### src/rtl/phy_rx_deserializer_if.sv
// Serial-in / parallel-out bundle between the phy_tx link and the receive deserializer.
// rx_count is present only when PHY_RX_BYTE_COUNT_EN is defined.
interface phy_rx_deserializer_if;
    logic       data_in;
    logic [7:0] data_out;
    logic       valid_out;
    logic       active;
`ifdef PHY_RX_BYTE_COUNT_EN
    logic [15:0] rx_count;
`endif

    // master drives the bitstream and observes recovered bytes; slave is the deserializer
    modport master (
        output data_in,
        input  data_out,
        input  valid_out,
        input  active
`ifdef PHY_RX_BYTE_COUNT_EN
        , input rx_count
`endif
    );

    modport slave (
        input  data_in,
        output data_out,
        output valid_out,
        output active
`ifdef PHY_RX_BYTE_COUNT_EN
        , output rx_count
`endif
    );
endinterface

### src/rtl/phy_rx_deserializer.sv
// Receive deserializer: hunts for the COM symbol, locks after COM_LOCK aligned COMs, then emits non-COM bytes.
// Optional byte counter output rx_count is enabled by defining PHY_RX_BYTE_COUNT_EN.
module phy_rx_deserializer #(
    parameter logic [7:0]  COM_SYM  = 8'hBC,
    parameter int unsigned COM_LOCK = 4
) (
    input  logic                 dclk,
    input  logic                 default_values,
    phy_rx_deserializer_if.slave rx
);

    typedef enum logic [1:0] {
        HUNT   = 2'd0,
        ALIGN  = 2'd1,
        ACTIVE = 2'd2
    } state_t;

    localparam logic [3:0] LOCK_LAST = 4'(COM_LOCK - 1);

    state_t     state;
    state_t     state_nxt;
    logic [7:0] sr;
    logic [2:0] bit_cnt;
    logic [2:0] bit_cnt_nxt;
    logic [3:0] com_cnt;
    logic [3:0] com_cnt_nxt;
    logic [7:0] data_nxt;
    logic       valid_nxt;
    logic       boundary;
    logic       is_com;

    // A boundary only has meaning once alignment has been established
    assign boundary = (bit_cnt == 3'd0) && (state != HUNT);
    assign is_com   = (sr == COM_SYM);

    always_ff @(posedge dclk) begin
        if (default_values) begin
            state <= HUNT;
        end else begin
            state <= state_nxt;
        end
    end

    always_comb begin
        state_nxt = state;
        case (state)
            HUNT: begin
                if (is_com) begin
                    state_nxt = ALIGN;
                end
            end
            ALIGN: begin
                if (boundary) begin
                    if (!is_com) begin
                        state_nxt = HUNT;
                    end else if (com_cnt == LOCK_LAST) begin
                        state_nxt = ACTIVE;
                    end
                end
            end
            ACTIVE: state_nxt = ACTIVE;
            default: state_nxt = HUNT;
        endcase
    end

    // bit_cnt restarts at 1 on a hunt hit because the COM's last bit is already in sr
    always_comb begin
        bit_cnt_nxt = bit_cnt;
        com_cnt_nxt = com_cnt;
        data_nxt    = rx.data_out;
        valid_nxt   = 1'b0;
        case (state)
            HUNT: begin
                if (is_com) begin
                    bit_cnt_nxt = 3'd1;
                    com_cnt_nxt = 4'd1;
                end
            end
            ALIGN: begin
                bit_cnt_nxt = bit_cnt + 3'd1;
                if (boundary) begin
                    if (is_com && (com_cnt != LOCK_LAST)) begin
                        com_cnt_nxt = com_cnt + 4'd1;
                    end else begin
                        com_cnt_nxt = 4'd0;
                    end
                end
            end
            ACTIVE: begin
                bit_cnt_nxt = bit_cnt + 3'd1;
                if (boundary && !is_com) begin
                    data_nxt  = sr;
                    valid_nxt = 1'b1;
                end
            end
            default: begin
                bit_cnt_nxt = 3'd0;
                com_cnt_nxt = 4'd0;
            end
        endcase
    end

    always_ff @(posedge dclk) begin
        if (default_values) begin
            sr           <= 8'h00;
            bit_cnt      <= 3'd0;
            com_cnt      <= 4'd0;
            rx.data_out  <= 8'h00;
            rx.valid_out <= 1'b0;
            rx.active    <= 1'b0;
        end else begin
            sr           <= {sr[6:0], rx.data_in};
            bit_cnt      <= bit_cnt_nxt;
            com_cnt      <= com_cnt_nxt;
            rx.data_out  <= data_nxt;
            rx.valid_out <= valid_nxt;
            rx.active    <= (state_nxt == ACTIVE);
        end
    end

`ifdef PHY_RX_BYTE_COUNT_EN
    // Saturating so a long-running link never reports a misleadingly small count
    always_ff @(posedge dclk) begin
        if (default_values) begin
            rx.rx_count <= 16'h0000;
        end else if (valid_nxt && (rx.rx_count != 16'hFFFF)) begin
            rx.rx_count <= rx.rx_count + 16'd1;
        end
    end
`endif

endmodule

### src/flat_wrapper.sv
// flat-port wrapper written by rule: the top's interface ports become plain ports
module phy_rx_deserializer_flat 
#(
    parameter logic [7:0]  COM_SYM  = 8'hBC,
    parameter int unsigned COM_LOCK = 4
)
  (dclk, default_values, rx_data_in, rx_data_out, rx_valid_out, rx_active);
  phy_rx_deserializer_if rx_i ();
  input  logic dclk;
  input  logic default_values;
  input wire logic [$bits(rx_i.data_in)-1:0] rx_data_in;
  output wire logic [$bits(rx_i.data_out)-1:0] rx_data_out;
  output wire logic [$bits(rx_i.valid_out)-1:0] rx_valid_out;
  output wire logic [$bits(rx_i.active)-1:0] rx_active;
  assign rx_i.data_in = rx_data_in;
  assign rx_data_out = rx_i.data_out;
  assign rx_valid_out = rx_i.valid_out;
  assign rx_active = rx_i.active;
  phy_rx_deserializer #(.COM_SYM(COM_SYM), .COM_LOCK(COM_LOCK)) u_core (.dclk(dclk), .default_values(default_values), .rx(rx_i));
endmodule
### config.mk
export PLATFORM = sky130hd
export DESIGN_NAME = phy_rx_deserializer_flat
export DESIGN_NICKNAME = d
export VERILOG_FILES = /design/src/rtl/phy_rx_deserializer_if.sv /design/src/rtl/phy_rx_deserializer.sv /design/src/flat_wrapper.sv
export SDC_FILE = /design/constraint.sdc
export NUM_CORES = 1
export LEC_CHECK = 0
export BUFFER_PORTS_ARGS = -buffer_cell sky130_fd_sc_hd__buf_2
export CORE_MARGIN = 5
export CORE_UTILIZATION = 55
export DETAILED_ROUTE_END_ITERATION = 12
export PLACE_DENSITY = 0.85
export SLEW_MARGIN = 40
export SYNTH_ARGS = -nofsm -noshare
export SYNTH_HDL_FRONTEND = slang
export SYNTH_SLANG_ARGS = --single-unit
### constraint.sdc
create_clock -name dclk -period 2.57 [get_ports dclk]
set_clock_uncertainty 0.15 [all_clocks]
set_input_delay 0.514 -clock dclk [delete_from_list [all_inputs] [get_ports dclk]]
set_output_delay 0.514 -clock dclk [all_outputs]
set_load 0.03 [all_outputs]
### Word level (Yosys, flattened, before mapping)

Index checks and enable logic that the tools add are counted.

| word-level totals | value |
|---|---|
| register bits after elaboration | 27 |
| bits of input ports | 3 |
| output and inout port bits | 10 |
| word-level logic and storage cells | 41 |

| operators by class | value |
|---|---|
| add/sub/neg operators | 2 |
| equality and inequality tests | 8 |
| mux-type cells | 12 |
| bitwise logic cells | 1 |
| reductions and logical operators | 11 |

Operators with widths:

| cell | count |
|---|---|
| 2-to-1 mux 4 bit | 3 |
| one-hot mux 4 bit (3 select lines) | 1 |
| == test 8 bit, second input constant | 1 |
| 2-to-1 mux 2 bit | 4 |
| one-hot mux 2 bit (3 select lines) | 1 |
| one-hot mux 3 bit (2 select lines) | 1 |
| adder 4 x 1 -> 4 bit, second input constant | 1 |
| == test 2 bit, second input constant | 2 |
| == test 4 x 2 -> 1 bit, second input constant | 1 |
| inequality test 2 x 1 -> 1 bit, second input constant | 2 |
| inequality test 4 x 2 -> 1 bit, second input constant | 1 |
| OR reduction 2 bit | 2 |
| adder 3 x 1 -> 3 bit, second input constant | 1 |
| logical AND 1 bit | 3 |
| zero test 3 bit | 1 |
| 2-to-1 mux 3 bit | 1 |
| AND reduction 3 bit | 1 |
| == test 2 x 1 -> 1 bit, second input constant | 1 |
| zero test 2 bit | 1 |
| AND reduction 2 bit | 1 |
| nonzero test 2 bit | 1 |
| zero test 1 bit | 1 |
| 2-to-1 mux 1 bit | 1 |
| NOT 1 bit | 1 |

### Logic depth before layout (Yosys ltp)

Gate-level depths: netlist (run 1).

| depth | value |
|---|---|
| depth after elaboration | 6 |
| mapped depth | 7 |
| mapped depth without buffers | 6 |

### Worst setup path after synthesis (run 1)

No wires, ideal clock.

| path | value |
|---|---|
| path type | register to register |
| from | register u_core.state[0] |
| to | register u_core.com_cnt[2] |
| setup time | 132 ps |
| arrival time | 1606 ps |
| required time | 2288 ps |
| slack | 682 ps |
| stages on the path, launching flop included | 8 |
| buffers on the path | 1 |
| clock period less this slack | 1888 ps |
| cell sequence | dfxtp_1 > inv_1 > ha_1 > buf_6 > or3b_1 > a21o_1 > o31ai_1 > a21oi_1 |

| between the ends | value |
|---|---|
| longest elaborated chain between the ends | 4 |
| elaborated cells between the ends (all ways) | 10 |
| classes of those cells | 4 x eq/ne; 1 x mux; 1 x bitwise; 4 x reduce/logical |

Ends and longest elaborated chain:

| element | RTL line | text |
|---|---|---|
| start, declared | phy_rx_deserializer.sv:20 | `state_t state;` |
| start signal, assigned | phy_rx_deserializer.sv:40 | `state <= state_nxt;` |
| nonzero test 2 bit | phy_rx_deserializer.sv:33 | `assign boundary = (bit_cnt == 3'd0) && (state != HUNT);` |
| logical AND 1 bit | phy_rx_deserializer.sv:33 |  |
| inequality test 2 x 1 -> 1 bit (no source line) | - |  |
| AND reduction 3 bit (no source line) | - |  |
| end signal, assigned | phy_rx_deserializer.sv:114 | `com_cnt <= com_cnt_nxt;` |
| end, declared | phy_rx_deserializer.sv:25 | `logic [3:0] com_cnt;` |

Several ways; a longest one is shown, not always the timed one.
A chain may end at the register's enable or synchronous reset.

### Worst setup path in the final report (run 1)

| path | value |
|---|---|
| from | register u_core.state[0] |
| to | register u_core.rx.active |

| between the ends | value |
|---|---|
| longest elaborated chain between the ends | 5 |
| elaborated cells between the ends (all ways) | 11 |
| classes of those cells | 3 x eq/ne; 5 x mux; 3 x reduce/logical |

Ends and longest elaborated chain:

| element | RTL line | text |
|---|---|---|
| 2-to-1 mux 2 bit or nonzero test 2 bit (tied branches) | phy_rx_deserializer.sv:56, phy_rx_deserializer.sv:33 |  |
| 2-to-1 mux 2 bit or logical AND 1 bit (tied branches) | phy_rx_deserializer.sv:54, phy_rx_deserializer.sv:33 |  |
| 2-to-1 mux 2 bit | phy_rx_deserializer.sv:53 | `if (boundary) begin` |
| one-hot mux 2 bit (3 select lines) * | phy_rx_deserializer.sv:46 | `case (state)` |
| == test 2 bit * | phy_rx_deserializer.sv:117 | `rx.active <= (state_nxt == ACTIVE);` |
| end signal, assigned | phy_rx_deserializer.sv:117 |  |
| end, declared | phy_rx_deserializer_if.sv:27 | `output active` |

Mark *: on every way between the ends. The rest lies on a longest branch, timed or not.

==> run_results.csv, run 1 <==
group,metric,value,unit
status,outcome,"complete, no violations",
cells_and_area,fin_area,0.00134,mm2
synthesis,yosysSeqAreaShare,43.3,%
route,num_vias,958,
global_routing,grt_pass1_wl,3980,um
route,dr.first_iter.drc_count,21,
placement,dpl_cell_area,0.00131,mm2
synthesis,synth-edff-count,0,
cells_and_area,layout_commonest_cell,"dfxtp_1",
sta,tightest_slew,580,ps
synthesis,synthArstFlopShare,0,%
cells_and_area,fillers,199,
cells_and_area,drive_gt1_share,16.9,%
clocking,cts_max_path_buffers,2,
floorplan,fp.dieH,57.7,um
global_routing,grt_usage,14.9,%
cells_and_area,fin_nets,147,
min_path,holdPathEnd,"u_core.sr[0]",
pwr,pwr-share-clk,26.8,%
setup_path,worstSetupPathType,"register to register",
clocking,clk_pin_slew,140,ps
setup_path,crit_path_start_kind,"register",
clocking,root_buffer,"clkbuf_4",
sta,finalCriticalPeriod,2080,ps
setup_path,arrival,2170,ps
setup_path,r2r_slack,490,ps
setup_path,slowest_delay,420,ps
setup_path,cp_max_fo,8,
clocking,cts_made_buffers,3,
min_path,min_from,"rx_data_in",
cells_and_area,antenna_cells,0,
sta,period_share,81.1,%
sta,slew_headroom,61.1,%
sta,whs,251,ps
cells_and_area,final_cell_mix,"dfxtp_1, buf_2, a21oi_1",
clocking,post_cts_buffers,0,
setup_path,r2r-end,"u_core.rx.active",
clocking,cts_tree,"yes",
floorplan,die_area,0.00332,mm2
synthesis,yosys_register_bits,27,
setup_path,critPathSlowestCell,"dfxtp_1",
clocking,cts_resized,0,
synthesis,synthCells,126,
route,postRouteAntennaNets,0,
floorplan,num_rows,17,
synthesis,ys_types,37,
synthesis,synthesis.nets,136,
setup_path,critPathCaptureType,"register",
cells_and_area,area_growth,7.11,%
global_routing,grt_max_degree,29,
clocking,cts_sinks,27,
clocking,cts_htree_levels,1,
global_routing,antenna_found_initial,0,
synthesis,syn-cell-area,0.00125,mm2
setup_path,reg2reg_from,"u_core.state[0]",
route,firstDrtPassIters,4,
pwr,powerDensity,506,mW/mm2
pwr,finalPower,677,uW
synthesis,avgSynthCellArea,9.91,um2
min_path,whs_path_depth,2,
clocking,holdBufCountCts,0,
sta,fmax,0.480,GHz
setup_path,worstPathRequired,2650,ps
global_routing,grt_pass1_vias,948,
placement,gp_congestion,0.814,
sta,rsz0062_at_grt,"no",
pwr,power_frac_comb,9.4,%
pwr,leakage,0.580,nW
sta,report.final.setup_viol,0,
sta,tns,0,ps
floorplan,io_pins,13,
pwr,ir_drop,0.485,mV
route,wl_per_cell,14.4,um
synthesis,synthFlopType,"dfxtp_1",
job,drv_cap,0,
route,drc,0,
floorplan,start_util,57.0,%
clocking,insertion_delay,320,ps
sta,finalMaxSlewViolations,0,
setup_path,reg2regPathDepth,6,
floorplan,die-width,57.7,um
synthesis,ys.warnings.count,0,
placement,hpwlAfterDp,1770,um
sta,finalHoldViolCount,0,
route,vias_per_cell,5.84,
pwr,p_int,506,uW
pwr,power_frac_seq,63.9,%
route,drt_wl_total,2350,um
min_path,hold_path_class,"input pin to register",
pwr,p_switching,171,uW
pwr,swShare,25.2,%
global_routing,overflow,0,
setup_path,crit_chain,"inv_1, ha_1, nor3b_4, o31ai_1, a32o_1, a2111oi_2",
floorplan,fp.coreArea,0.00219,mm2
placement,port_buffers,12,
-- synthesized netlist by cell type (all sizes together) (4+ instances only) --
master / number / area, um2
nor2b: 10 / 62.6
o21ai: 6 / 30.0
mux2i: 5 / 50.1
nand2: 4 / 15.0
ha: 7 / 87.6
dfxtp: 27 / 541
nand3: 6 / 35.0
inv: 6 / 22.5
a21oi: 11 / 55.1
nor2: 8 / 30.0
-- layer usage --
metal | global-route usage, % | share of wire [%]
met4 | 4.30 | 0.76
met1 | 17.7 | 44
met5 | 0 | 0
met2 | 27.1 | 53
met3 | 2.90 | 2.5
-- how the worst max path moves through the flow --
stage	to	start	depth (start not counted)	slack [ps]
6_report	u_core.rx.active	u_core.state[0]	6	490
5_1_grt	u_core.rx.active	u_core.state[1]	6	340
4_1_cts	u_core.rx.active	u_core.state[0]	6	470
3_5_place_dp	u_core.rx.active	u_core.state[0]	6	510
3_3_place_gp	u_core.rx.active	u_core.state[0]	6	590
2_1_floorplan	u_core.com_cnt[2]	u_core.state[0]	7	680
-- registers in the layout, summed over array words and instances, names as in the netlist --
signal	flops
u_core.rx.data_out	8
u_core.sr	8
u_core.com_cnt	4
u_core.bit_cnt	3
u_core.state	2
u_core.rx.active	1
u_core.rx.valid_out	1
-- logic make-up (layout without fill, tap and decap cells) --
kind of cell / count (synthesis) / in the layout / synth area share, %
buf+inv: 12 / 22 / 4.51
fa+ha+maj: 7 / 7 / 7.01
simple gates: 45 / 45 / 24.7
compound gates: 30 / 30 / 16.4
mux: 5 / 5 / 4.01
flops: 27 / 27 / 43.3
-- per-stage QoR --
step / setup WS (ps) / util (%) / cells
final: 486 / 61.1 / 164
after detailed placement: 513 / 59.8 / 160
after CTS: 474 / 61.1 / 164
after global routing: 340 / 61.1 / 164
after floorplan: 682 / - / 126
after global placement: 593 / 59.8 / 160
-- area by class of cell --
class	instances	area, um2	area share [%]
Sequential cell	27	541	40.4
Timing Repair Buffer	12	60.1	4.49
Clock inverter	1	5.00	0.374
Tap cell	28	35.0	2.62
Clock buffer	3	22.5	1.68
Multi-Input combinational cell	87	652	48.7
Inverter	6	22.5	1.68
-- power groups by stage --
stage	clock, mW	sequential [mW]	combinational (mW)
6_report	0.181	0.432	0.0635
5_1_grt	0.208	0.433	0.0692
2_1_floorplan	0	0.443	0.0498
3_3_place_gp	0	0.440	0.0599
3_5_place_dp	0	0.441	0.0632
4_1_cts	0.183	0.432	0.0636
-- critical path, delay by kind of cell (launching register included) --
family	cells	cell delay, ps
buffers and inverters	1	100
AOI/OAI and AO/OA	3	640
and+or+nand+nor	1	380
DFF	1	420
adders and majority gates	1	310
(Power assumes the default switching activity.)
==> run 2: changes to the inputs <==
Settings changed: CORE_UTILIZATION 55 to 51, PLACE_DENSITY 0.85 to 0.83.
Clock period 2.57 ns to 1.7 ns, I/O delays scaled along.
==> run_results.csv, run 2 (synthesized netlist as in run 1, its figures left out) <==
group,metric,value,unit
status,outcome,"complete, but fails checks",
status,failed_checks,"setup timing",
cells_and_area,final_cell_mix,"dfxtp_1, buf_4, buf_2",
setup_path,r2r_slack,-70,ps
sta,finalCriticalPeriod,1770,ps
cells_and_area,drive_gt1_share,41.7,%
clocking,cts_max_path_buffers,2,
setup_path,arrival,1830,ps
route,vias_per_cell,5.70,
global_routing,overflow,0,
pwr,leakage,0.674,nW
clocking,holdBufCountCts,0,
cells_and_area,area_growth,25.8,%
placement,place_ws,-80.0,ps
cells_and_area,antenna_cells,0,
floorplan,num_rows,18,
setup_path,worstPathRequired,1760,ps
route,drt_wl_total,2650,um
floorplan,fp.coreArea,0.00241,mm2
sta,tightest_slew,501,ps
floorplan,die_area,0.00354,mm2
setup_path,crit_path_start_kind,"register",
clocking,cts_sinks,27,
cells_and_area,final-seq-area,548,um2
global_routing,antenna_found_initial,0,
clocking,cts_htree_levels,1,
setup_path,cp_max_fo,4,
setup_path,crit_chain,"inv_2, ha_4, or3b_4, a21o_4, a211oi_2, o22ai_1",
placement,hpwlAfterDp,1720,um
global_routing,grt_pass1_wl,4200,um
cells_and_area,top_regs,"u_core.rx.data_out: 8 flops, u_core.sr: 8 flops, u_core.com_cnt: 4 flops",
pwr,ir_drop,0.578,mV
cells_and_area,layout_commonest_cell,"dfxtp_1",
min_path,hold_path_class,"input pin to register",
floorplan,io_pins,13,
cells_and_area,multi_input_area,754,um2
sta,worst_slack,-73.8,ps
route,drc,0,
sta,finalHoldViolCount,0,
sta,period_share,104,%
route,wl_per_cell,14.7,um
floorplan,die-width,59.5,um
floorplan,fp.dieH,59.5,um
route,dr.first_iter.drc_count,24,
route,firstDrtPassIters,4,
clocking,root_buffer,"clkbuf_4",
floorplan,start_util,51.8,%
setup_path,crit_buf_inv,1,
cells_and_area,fillers,185,
global_routing,grt_pass1_vias,969,
sta,slew_headroom,66.6,%
clocking,insertion_delay,320,ps
setup_path,critPathCaptureType,"register",
clocking,clk_pin_slew,150,ps
global_routing,grt_usage,15.2,%
setup_path,slowest_delay,400,ps
route,num_vias,1031,
setup_path,worstSetupPathType,"register to register",
cells_and_area,fin_nets,162,
pwr,finalPower,1.09,mW
global_routing,grt_max_degree,29,
setup_path,cp_top_family,"compound AO/OA/AOI/OAI gates",
setup_path,critPathSlowestCell,"or3b_4",
clocking,cts_made_buffers,3,
pwr,powerDensity,693,mW/mm2
sta,rsz0062_at_grt,"yes",
placement,gp_congestion,0.841,
sta,fmax,0.564,GHz
sta,finalMaxSlewViolations,0,
job,drv_cap,0,
placement,port_buffers,12,
sta,report.final.setup_viol,5,
route,postRouteAntennaNets,0,
clocking,cts_tree,"yes",
==> run 2: cell count changes in the layout (fill, tap and decap cells not counted), sizes merged <==
| cell | change |
|---|---|
| clkinvlp | +1 |
| clkinv | -1 |
| o211ai | +1 |
| buf | +14 |
==> run 2: final timing paths <==
kind	from	endpoint	depth (start not counted)
worst max-delay path	u_core.state[1]	u_core.com_cnt[3]	6
worst min register to register	u_core.rx.data_out[0]	u_core.rx.data_out[0]	2
worst max register to register	u_core.state[1]	u_core.com_cnt[3]	6
worst min-delay path	rx_data_in	u_core.sr[0]	2
==> run 2: stage by stage <==
stage	cells	util (%)	TNS, ps	hold WS (ps)	instance area, um2
6_report	181	65.2	-223	68.6	1570
5_1_grt	181	65.2	-819	69.9	1570
4_1_cts	179	62.3	-105	71.1	1500
3_5_place_dp	173	59.0	-151	295	1420
3_3_place_gp	173	59.0	0	293	1420
2_1_floorplan	126	-	-337	297	1270
==> run 2: what timing repair did <==
item,4_1_cts,5_1_grt
gates cloned,0,1
setup endpoints to repair,6,14
buffers inserted,3,1
pin swaps,4,7
gates resized for setup,7,14
==> run 2: area by class of cell <==
type,instances,area share [%]
clock buffers,3,1.43
clock inverters,1,0.478
inverters,6,1.43
multi-input cells,88,48.0
flip-flops and latches,27,34.9
well taps,30,2.39
repair buffers,26,11.3
==> run 2: routing by layer <==
metal / wire length (um) / track usage [%]
met5: 0 / 0
met2: 1470 / 25.9
met1: 1080 / 18.5
met4: 8 / 7.44
met3: 87 / 2.18
==> run 2: power by group <==
part / total (mW) / internal (mW) / switching, mW / leakage, nW
Clock: 0.284 / 0.0899 / 0.194 / 0.0139
Sequential: 0.652 / 0.645 / 0.00726 / 0.221
Combinational: 0.152 / 0.0673 / 0.0846 / 0.439
